File: src/rtl/seq_alu.sv
// Handshaked, parametrised ALU with a registered result; shifts run one bit per cycle
// unless SEQ_ALU_BARREL_EN is defined, which swaps in a single-cycle barrel shifter.
module seq_alu #(
  parameter int WIDTH = 16,
  parameter int SHW   = $clog2(WIDTH)
) (
  input  logic             clk,
  input  logic             reset,
  input  logic             in_valid,
  output logic             in_ready,
  input  logic [WIDTH-1:0] A,
  input  logic [WIDTH-1:0] B,
  input  logic [3:0]       OP,
  output logic             out_valid,
  input  logic             out_ready,
  output logic [WIDTH-1:0] C,
  output logic             Cout
);

  localparam logic [1:0] IDLE  = 2'd0;
  localparam logic [1:0] SHIFT = 2'd1;
  localparam logic [1:0] DONE  = 2'd2;

  logic [1:0]       state;
  logic [WIDTH-1:0] c_r;
  logic             cout_r;

`ifdef SEQ_ALU_BARREL_EN
  function automatic logic [WIDTH-1:0] shift_full(input logic [WIDTH-1:0] a,
                                                  input logic [SHW-1:0]   s,
                                                  input logic [3:0]       op);
    logic [2*WIDTH-1:0] dbl;
    logic [WIDTH-1:0]   r;
    dbl = {a, a};
    r   = a;
    case (op)
      4'hA:       r = a >> s;
      4'hB:       r = unsigned'(signed'(a) >>> s);
      4'hC:       begin dbl = dbl >> s; r = dbl[WIDTH-1:0]; end
      4'hD, 4'hE: r = a << s;
      4'hF:       begin dbl = dbl << s; r = dbl[2*WIDTH-1:WIDTH]; end
      default:    r = a;
    endcase
    return r;
  endfunction
`else
  // Single-bit step used by the iterative shifter; arithmetic left equals logical left.
  function automatic logic [WIDTH-1:0] shift_one(input logic [WIDTH-1:0] v,
                                                 input logic [3:0]       op);
    logic [WIDTH-1:0] r;
    case (op)
      4'hA:       r = {1'b0, v[WIDTH-1:1]};
      4'hB:       r = {v[WIDTH-1], v[WIDTH-1:1]};
      4'hC:       r = {v[0], v[WIDTH-1:1]};
      4'hD, 4'hE: r = {v[WIDTH-2:0], 1'b0};
      4'hF:       r = {v[WIDTH-2:0], v[WIDTH-1]};
      default:    r = v;
    endcase
    return r;
  endfunction
`endif

  // Returns {overflow, result}. Iterative shifts start from A, which is also the s==0 result.
  function automatic logic [WIDTH:0] alu_comb(input logic [WIDTH-1:0] a,
                                              input logic [WIDTH-1:0] b,
                                              input logic [3:0]       op);
    logic signed [WIDTH-1:0] sa, sb, sr;
    logic [WIDTH-1:0]        r;
    logic                    ovf;
    sa  = signed'(a);
    sb  = signed'(b);
    sr  = '0;
    r   = '0;
    ovf = 1'b0;
    case (op)
      4'h0: begin
        sr  = sa + sb;
        r   = unsigned'(sr);
        ovf = (sa[WIDTH-1] == sb[WIDTH-1]) && (sr[WIDTH-1] != sa[WIDTH-1]);
      end
      4'h1: begin
        sr  = sa - sb;
        r   = unsigned'(sr);
        ovf = (sa[WIDTH-1] != sb[WIDTH-1]) && (sr[WIDTH-1] != sa[WIDTH-1]);
      end
      4'h2: r = a & b;
      4'h3: r = a | b;
      4'h4: r = ~(a & b);
      4'h5: r = ~(a | b);
      4'h6: r = a ^ b;
      4'h7: r = ~(a ^ b);
      4'h8: r = a;
      4'h9: r = ~a;
`ifdef SEQ_ALU_BARREL_EN
      default: r = shift_full(a, b[SHW-1:0], op);
`else
      default: r = a;
`endif
    endcase
    return {ovf, r};
  endfunction

`ifndef SEQ_ALU_BARREL_EN
  logic [SHW-1:0] cnt;
  logic [3:0]     op_r;
  logic [SHW-1:0] amt;
  logic           is_shift;
  assign amt      = B[SHW-1:0];
  assign is_shift = OP[3] & (OP[2] | OP[1]);
`endif

  always_ff @(posedge clk or posedge reset) begin
    if (reset) begin
      state  <= IDLE;
      c_r    <= '0;
      cout_r <= 1'b0;
`ifndef SEQ_ALU_BARREL_EN
      cnt    <= '0;
      op_r   <= '0;
`endif
    end else begin
      case (state)
        IDLE: begin
          if (in_valid) begin
            {cout_r, c_r} <= alu_comb(A, B, OP);
`ifdef SEQ_ALU_BARREL_EN
            state <= DONE;
`else
            op_r  <= OP;
            cnt   <= amt;
            state <= (is_shift && (amt != '0)) ? SHIFT : DONE;
`endif
          end
        end
`ifndef SEQ_ALU_BARREL_EN
        SHIFT: begin
          c_r <= shift_one(c_r, op_r);
          cnt <= cnt - SHW'(1);
          if (cnt == SHW'(1)) state <= DONE;
        end
`endif
        DONE: begin
          if (out_ready) state <= IDLE;
        end
        default: state <= IDLE;
      endcase
    end
  end

  assign in_ready  = (state == IDLE);
  assign out_valid = (state == DONE);
  assign C         = c_r;
  assign Cout      = cout_r;

endmodule

File: config.mk
export PLATFORM = sky130hd
export DESIGN_NAME = seq_alu
export DESIGN_NICKNAME = d
export VERILOG_FILES = /design/src/rtl/seq_alu.sv
export SDC_FILE = /design/constraint.sdc
export NUM_CORES = 1
export LEC_CHECK = 0
export ABC_AREA = 1
export CAP_MARGIN = 20
export CELL_PAD_IN_SITES_DETAIL_PLACEMENT = 0
export CELL_PAD_IN_SITES_GLOBAL_PLACEMENT = 1
export CORE_MARGIN = 2
export CORE_UTILIZATION = 40
export CTS_BUF_LIST = sky130_fd_sc_hd__clkbuf_4
export CTS_CLUSTER_DIAMETER = 60
export CTS_CLUSTER_SIZE = 30
export DETAILED_ROUTE_END_ITERATION = 7
export PLACE_DENSITY_LB_ADDON = 0.1
export SETUP_SLACK_MARGIN = 0.4
export SLEW_MARGIN = 25
export SYNTH_ARGS = -nofsm -noshare
export SYNTH_HDL_FRONTEND = slang
export SYNTH_SLANG_ARGS = --single-unit
File: constraint.sdc
create_clock -name clk -period 2.02 [get_ports clk]
set_input_delay 0.404 -clock clk [delete_from_list [all_inputs] [get_ports clk]]
set_output_delay 0.404 -clock clk [all_outputs]
set_load 0.005 [all_outputs]
==> results of run 1 <==
[path summary, 6_finish.rpt]
path,endpoint,depth (start not counted)
min,op_r[2],3
min in group asynchronous,C[0],3
max in group asynchronous,C[3],3
max,C[6],15
max reg2reg,C[13],11
min reg2reg,op_r[2],2
[flip-flops by register name (all words and copies together) (netlist names)]
| name | count |
|---|---|
| C | 16 |
| state | 2 |
| op_r | 4 |
| cnt | 4 |
| Cout | 1 |
[layer usage]
layer | GRT usage [%] | vias to the layer above | share of wire (%)
met5 | 0 | - | 0
met4 | 6.91 | 0 | 3.0
met3 | 2.42 | 60 | 6.5
met2 | 57.8 | 323 | 48
met1 | 43.3 | 3289 | 42
li1 | - | 3313 | -
[worst max-delay path, cell delays in order]
cell	delay [ns]
buf_6	0.09
buf_8	0.13
inv_12	0.05
ha_4	0.13
inv_4	0.04
fa_2	0.37
nand2_4	0.10
nand2_4	0.07
nand3_4	0.07
nand2_4	0.09
o211ai_1	0.20
nand2_1	0.09
nand3_2	0.08
nand2_4	0.08
a21oi_2	0.13
[power groups by stage]
stage          clock network, mW  logic [mW]  registers, mW
2_1_floorplan                  0        1.87           1.03
3_3_place_gp                   0        3.14           1.07
3_5_place_dp                   0        3.22           1.09
4_1_cts                    0.266        3.94          0.992
5_1_grt                    0.284        4.76           1.04
6_report                   0.263        4.42           1.02
[metrics by stage]
step           setup WS, ns  hold slack, ns
5_1_grt               0.115           0.339
2_1_floorplan         0.260           0.457
3_5_place_dp         -0.657           0.485
6_report              0.177           0.329
3_3_place_gp         -0.627           0.475
4_1_cts               0.211           0.396
[repair_timing]
item                       CTS  global route
setup endpoints to repair   36            20
pin swaps                  111            90
resized for setup          328           119
setup buffers               53            14
[logic make-up (layout without fill, tap and decap cells)]
group                    count (synthesis)  after routing  synth area share, %
adder cells (fa/ha/maj)                 51             51                 13.3
flip-flops                              27             27                 13.7
AND/OR/NAND/NOR                        462            462                 39.8
buffers and inverters                  179            439                 14.9
XOR/XNOR                                 3              3                0.535
AO/OA/AOI/OAI                          150            150                 17.7
[layout make-up]
cell class / instances / area, sq um
multi-input cells: 666 / 4700
fillers: 998 / 3430
repair buffers: 283 / 2340
flip-flops and latches: 27 / 678
inverters: 152 / 651
well taps: 147 / 184
clock buffers: 3 / 22.5
clock inverters: 1 / 5.00
[layout by cell type, fill, tap and decap left out, types with 23 or more instances in the layout]
| cell type | instances |
|---|---|
| nand3_1 | 34 |
| nand2_1 | 161 |
| o21ai_0 | 54 |
| nand3_2 | 27 |
| inv_1 | 89 |
| dfrtp_1 | 25 |
| buf_6 | 33 |
| nor2_1 | 80 |
| inv_2 | 47 |
| a21oi_1 | 24 |
| nand2_4 | 23 |
| buf_4 | 191 |
| nand2_2 | 57 |
==> metrics.cfg, run 1 <==
[power_and_ir_drop]
combPwrFrac_pct=77.6
p_sw_share_pct=49.9
power_mw=5.70
leakage_nw=4.32
p_seq_share_pct=17.8
power_frac_clock_pct=4.6
peakVddDrop_uv=336
p_int_mw=2.85
power_density_mw_per_mm2=664
switchingPower_mw=2.84

[global_routing]
grt_pass1_wl_um=33600
antenna_found_initial=0
grt_pass1_vias=6499
grt_max_degree=28
gr-usage-all-layers_pct=32.5
grt_overflow_total=0

[clock_network]
htree_levels=1
cts_tree=done
cts_buffers=3
root_buffer=clkbuf_4
cts.clk_slew.worst_paths_ns=0.18
clk_latency_ns=0.36
cts.sinks=27
clock_path_buffers=2
hold_buffers=0

[route]
drt_first_iter_violations=655
wl_um=22600
drtAntennaViolNets=0
drt_pass1_iterations=7
drcViolationCount=0
wire_per_inst_um=17.7
vias=6985
vias_per_cell=5.46

[worst_setup_path]
required_ns=2.30
crit_path_max_fanout=4
cp-start-kind=input port
arrival_ns=2.13
rrSetupSlack_ns=0.37
cp-startpoint=A[0]
end_kind=flop
reg2reg_from=state[1]
critPathKind=in2reg

[sta]
fin_crit_sh_pct=91.3
hold_violations=0
final.setup.tns_ns=0
worst_pin_slew_ns=0.400
setup_viol=0
fmax_mhz=542
rsz0062_at_grt=yes
slew_violations=0
min_period_ns=1.84
skew_ns=0.0291
slew_headroom_pct=73.1

[worst_hold_path]
min_path_type=in2reg
min-delay-start=OP[2]

[floorplan]
fp.dieH_um=115
die_width_um=115
pin_count=59
start_util_pct=40.9
num_rows=40
coreArea_sq_mm=0.0120
die_area_sq_mm=0.0132

[logic_synthesis]
synth-async-reset-ratio_pct=100
yosysUniqueCellTypes=38
synthCells=872
synth_edf_count=0
synthTopCellsByCount=nand2_1 (233), inv_1 (145), nor2_1 (110)
netlist_top_cells_area=nand2_1 (18%), dfrtp_1 (14%), ha_1 (12%), inv_1 (11%), nor2_1 (8.4%)
synth.avg_cell_area_sq_um=5.64
yosysMostFrequentCell=nand2_1
synth.yosys.seq_area_share_pct=13.7
synth_top_area_cell=nand2_1
synth_area_sq_mm=0.00492
synth_nets=963
ys.flop_type=dfrtp_1
synth_top_area_share_pct=17.8
yosys_register_bits=27
ys_warn_count=0

[job]
maxCapViolCount=0

[placement]
place.gp.congestion=1.04
dp_cells=1208
place_area_sq_mm=0.00716
io_buffer_count=58
hpwl_um=16600

[cells_and_area]
utilization_pct=71.4
final_nets=1224
drive_gt1_share_pct=49.0
stdcell_count=1279
area_growth_pct=74.5
stdcell_area_sq_mm=0.00858
diodes=0

[run_status]
outcome=complete, no violations

Power figures use the tool's default switching activity.
==> run 2: changes to the inputs <==
Settings changed: SLEW_MARGIN 25 to 10.
==> results of run 2 <==
No change in the layout: final DEF, timing and power equal those of run 1.
==> run 3: changes to the inputs <==
Settings changed: PLACE_DENSITY set to 0.86, PLACE_DENSITY_LB_ADDON 0.1 to not set.
==> run 3 against run 2 <==
Net effect: flip-flop and latch count unchanged; largest power group unchanged; first-iteration DRC count increased by 22%; utilization fell by 1.3 points; sequential share of layout area rose by 0.12 points; sequential power is essentially flat; clock-buffer cell count is the same; fmax increased by 0.40%; critical path type is now reg2reg; combinational power up 10%; clock skew shrank 0.021 ns; worst hold slack improved by 0.024 ns; non-clock buffer count is 1 higher; via count up 2.6%.
==> metrics.cfg, run 3 (same netlist as run 1, synthesis figures left out) <==
[worst_setup_path]
cp-start-kind=flop  ; was input port
reg2reg_from=state[1]  ; unchanged
cp-startpoint=state[1]  ; was A[0]
arrival_ns=2.16  ; was 2.13 ns
cp_slowest_cell=a2111oi_1  ; was fa_2
rrSetupSlack_ns=0.18  ; was 0.37 ns
crit_path_cell_trace=buf_6 > buf_6 > nor2_4 > clkinv_4 > buf_4 > a2111oi_1 > nor3_2 > a21oi_2  ; was buf_6 > buf_8 > inv_12 > ha_4 > inv_4 > fa_2 > nand2_4 > nand2_4 > nand3_4 > nand2_4 > o211ai_1 > nand2_1 > nand3_2 > nand2_4 > a21oi_2
cpMostUsedCell=buf_6  ; was nand2_4
critical_path.max_stage_delay_ns=0.52  ; was 0.37 ns
end_kind=flop  ; unchanged
critPathKind=reg2reg  ; was in2reg
crit_path_max_fanout=3  ; was 4
required_ns=2.35  ; was 2.30 ns

[route]
drtAntennaViolNets=0  ; unchanged
drt_first_iter_violations=796  ; was 655
drcViolationCount=0  ; unchanged
wire_per_inst_um=17.1  ; was 17.7 um
vias=7167  ; was 6985
wl_um=22000  ; was 22600 um
vias_per_cell=5.59  ; was 5.46
drt_pass1_iterations=7  ; unchanged

[floorplan]
coreArea_sq_mm=0.0120  ; unchanged
fp.dieH_um=115  ; unchanged
pin_count=59  ; unchanged
die_area_sq_mm=0.0132  ; unchanged
num_rows=40  ; unchanged
start_util_pct=40.9  ; unchanged
die_width_um=115  ; unchanged

[clock_network]
cts.clk_slew.worst_paths_ns=0.17  ; was 0.18 ns
hold_buffers=0  ; unchanged
clock_path_buffers=2  ; unchanged
cts_tree=done  ; unchanged
cts.sinks=27  ; unchanged
cts_buffers=3  ; unchanged
root_buffer=clkbuf_4  ; unchanged
htree_levels=1  ; unchanged
clk_latency_ns=0.37  ; was 0.36 ns

[sta]
fmax_mhz=545  ; was 542 MHz
skew_ns=0.00768  ; was 0.0291 ns
layout_setup_ws_ns=0.184  ; was 0.177 ns
rsz0062_at_grt=yes  ; unchanged
whs_ns=0.353  ; was 0.329 ns
setup_viol=0  ; unchanged
fin_crit_sh_pct=90.9  ; was 91.3%
min_period_ns=1.84  ; about the same
worst_pin_slew_ns=0.573  ; was 0.400 ns
slew_violations=0  ; unchanged
hold_violations=0  ; unchanged
slew_headroom_pct=61.7  ; was 73.1%

[cells_and_area]
diodes=0  ; unchanged
layout_common_cells=buf_4 (197), nand2_1 (175), inv_1 (87), nor2_1 (79), o21ai_0 (55)  ; was buf_4 (191), nand2_1 (161), inv_1 (89), nor2_1 (80), nand2_2 (57)
drive_gt1_share_pct=46.7  ; was 49.0%
stdcell_count=1282  ; was 1279
final_common_cell=buf_4  ; unchanged
area_growth_pct=71.3  ; was 74.5%
largest_register_ffs=16  ; unchanged
final_nets=1227  ; was 1224

[global_routing]
antenna_found_initial=0  ; unchanged
grt_pass1_vias=6623  ; was 6499
gr-usage-all-layers_pct=31.7  ; was 32.5%
grt_max_degree=28  ; unchanged
grt_pass1_wl_um=33200  ; was 33600 um
grt_overflow_total=0  ; unchanged

[power_and_ir_drop]
peakVddDrop_uv=465  ; was 336 uV
leakage_nw=4.27  ; was 4.32 nW
power_mw=6.17  ; was 5.70 mW
power_density_mw_per_mm2=733  ; was 664 mW/mm^2

[placement]
dp_cells=1203  ; was 1208
hpwl_um=15800  ; was 16600 um
dpl_worst_slack_ns=-0.559  ; was -0.657 ns
io_buffer_count=58  ; unchanged
place.gp.congestion=0.964  ; was 1.04

[worst_hold_path]
min-delay-start=OP[3]  ; was OP[2]
min_path_type=in2reg  ; unchanged

[run_status]
outcome=complete, no violations  ; unchanged

[job]
maxCapViolCount=0  ; unchanged

==> run 3: cell types whose count changed in the layout (fill, tap and decap cells not counted), moves of 5 or more <==
cell     delta
nand2_2    -13
buf_6       -7
nand3_1    +11
nand3_4     -7
nand2_1    +14
buf_4       +6
ha_1        +5
==> run 3: power breakdown <==
part           internal, mW  switching [mW]
registers             0.813           0.203
logic                  2.20            2.68
clock network        0.0752           0.201
==> run 3: final timing paths <==
kind                           end  cells after the start
max                          C[15]                      8
min                        op_r[3]                      3
max reg2reg                  C[15]                      8
min reg2reg                   Cout                      2
max in group asynchronous     C[5]                      3
min in group asynchronous    C[15]                      3
==> run 3: critical path: cells and delay by family (launching register included) <==
| family | cells | cell delay [ns] |
|---|---|---|
| buf+inv | 4 | 0.47 |
| simple gates | 2 | 0.22 |
| flops | 1 | 0.43 |
| compound gates | 2 | 0.67 |
==> run 3: repair_timing <==
item                       in CTS  in global routing
resized for setup             298                109
gates cloned                    2                  0
pin swaps                     101                 78
buffers inserted               56                 17
setup endpoints to repair      36                 22
==> run 3: metal layers <==
layer	GRT usage, %	vias to the layer above	share of wire (%)	routed length [um]
li1	-	3333	-	-
met1	42.0	3335	40	8880
met2	54.0	422	47	10400
met3	2.27	77	8.8	1940
met4	11.9	0	3.4	752
met5	0	-	0	0
==> run 3: stage by stage <==
stage / cell area, sq um / setup TNS [ns] / util [%]
floorplan: 5340 / 0 / -
global placement: 7120 / -7.03 / 59.3
detailed placement: 7120 / -8.05 / 59.3
CTS: 8100 / 0 / 67.4
global route: 8420 / 0 / 70.1
finish: 8420 / 0 / 70.1
==> run 3: cell type report <==
type                    count  area (sq um)
inverters                 152           671
well taps                 147           184
fillers                   997          3590
multi-input cells         667          4560
clock buffers               3          22.5
repair inverters            1          11.3
repair buffers            284          2290
flip-flops and latches     27           676
clock inverters             1          5.00
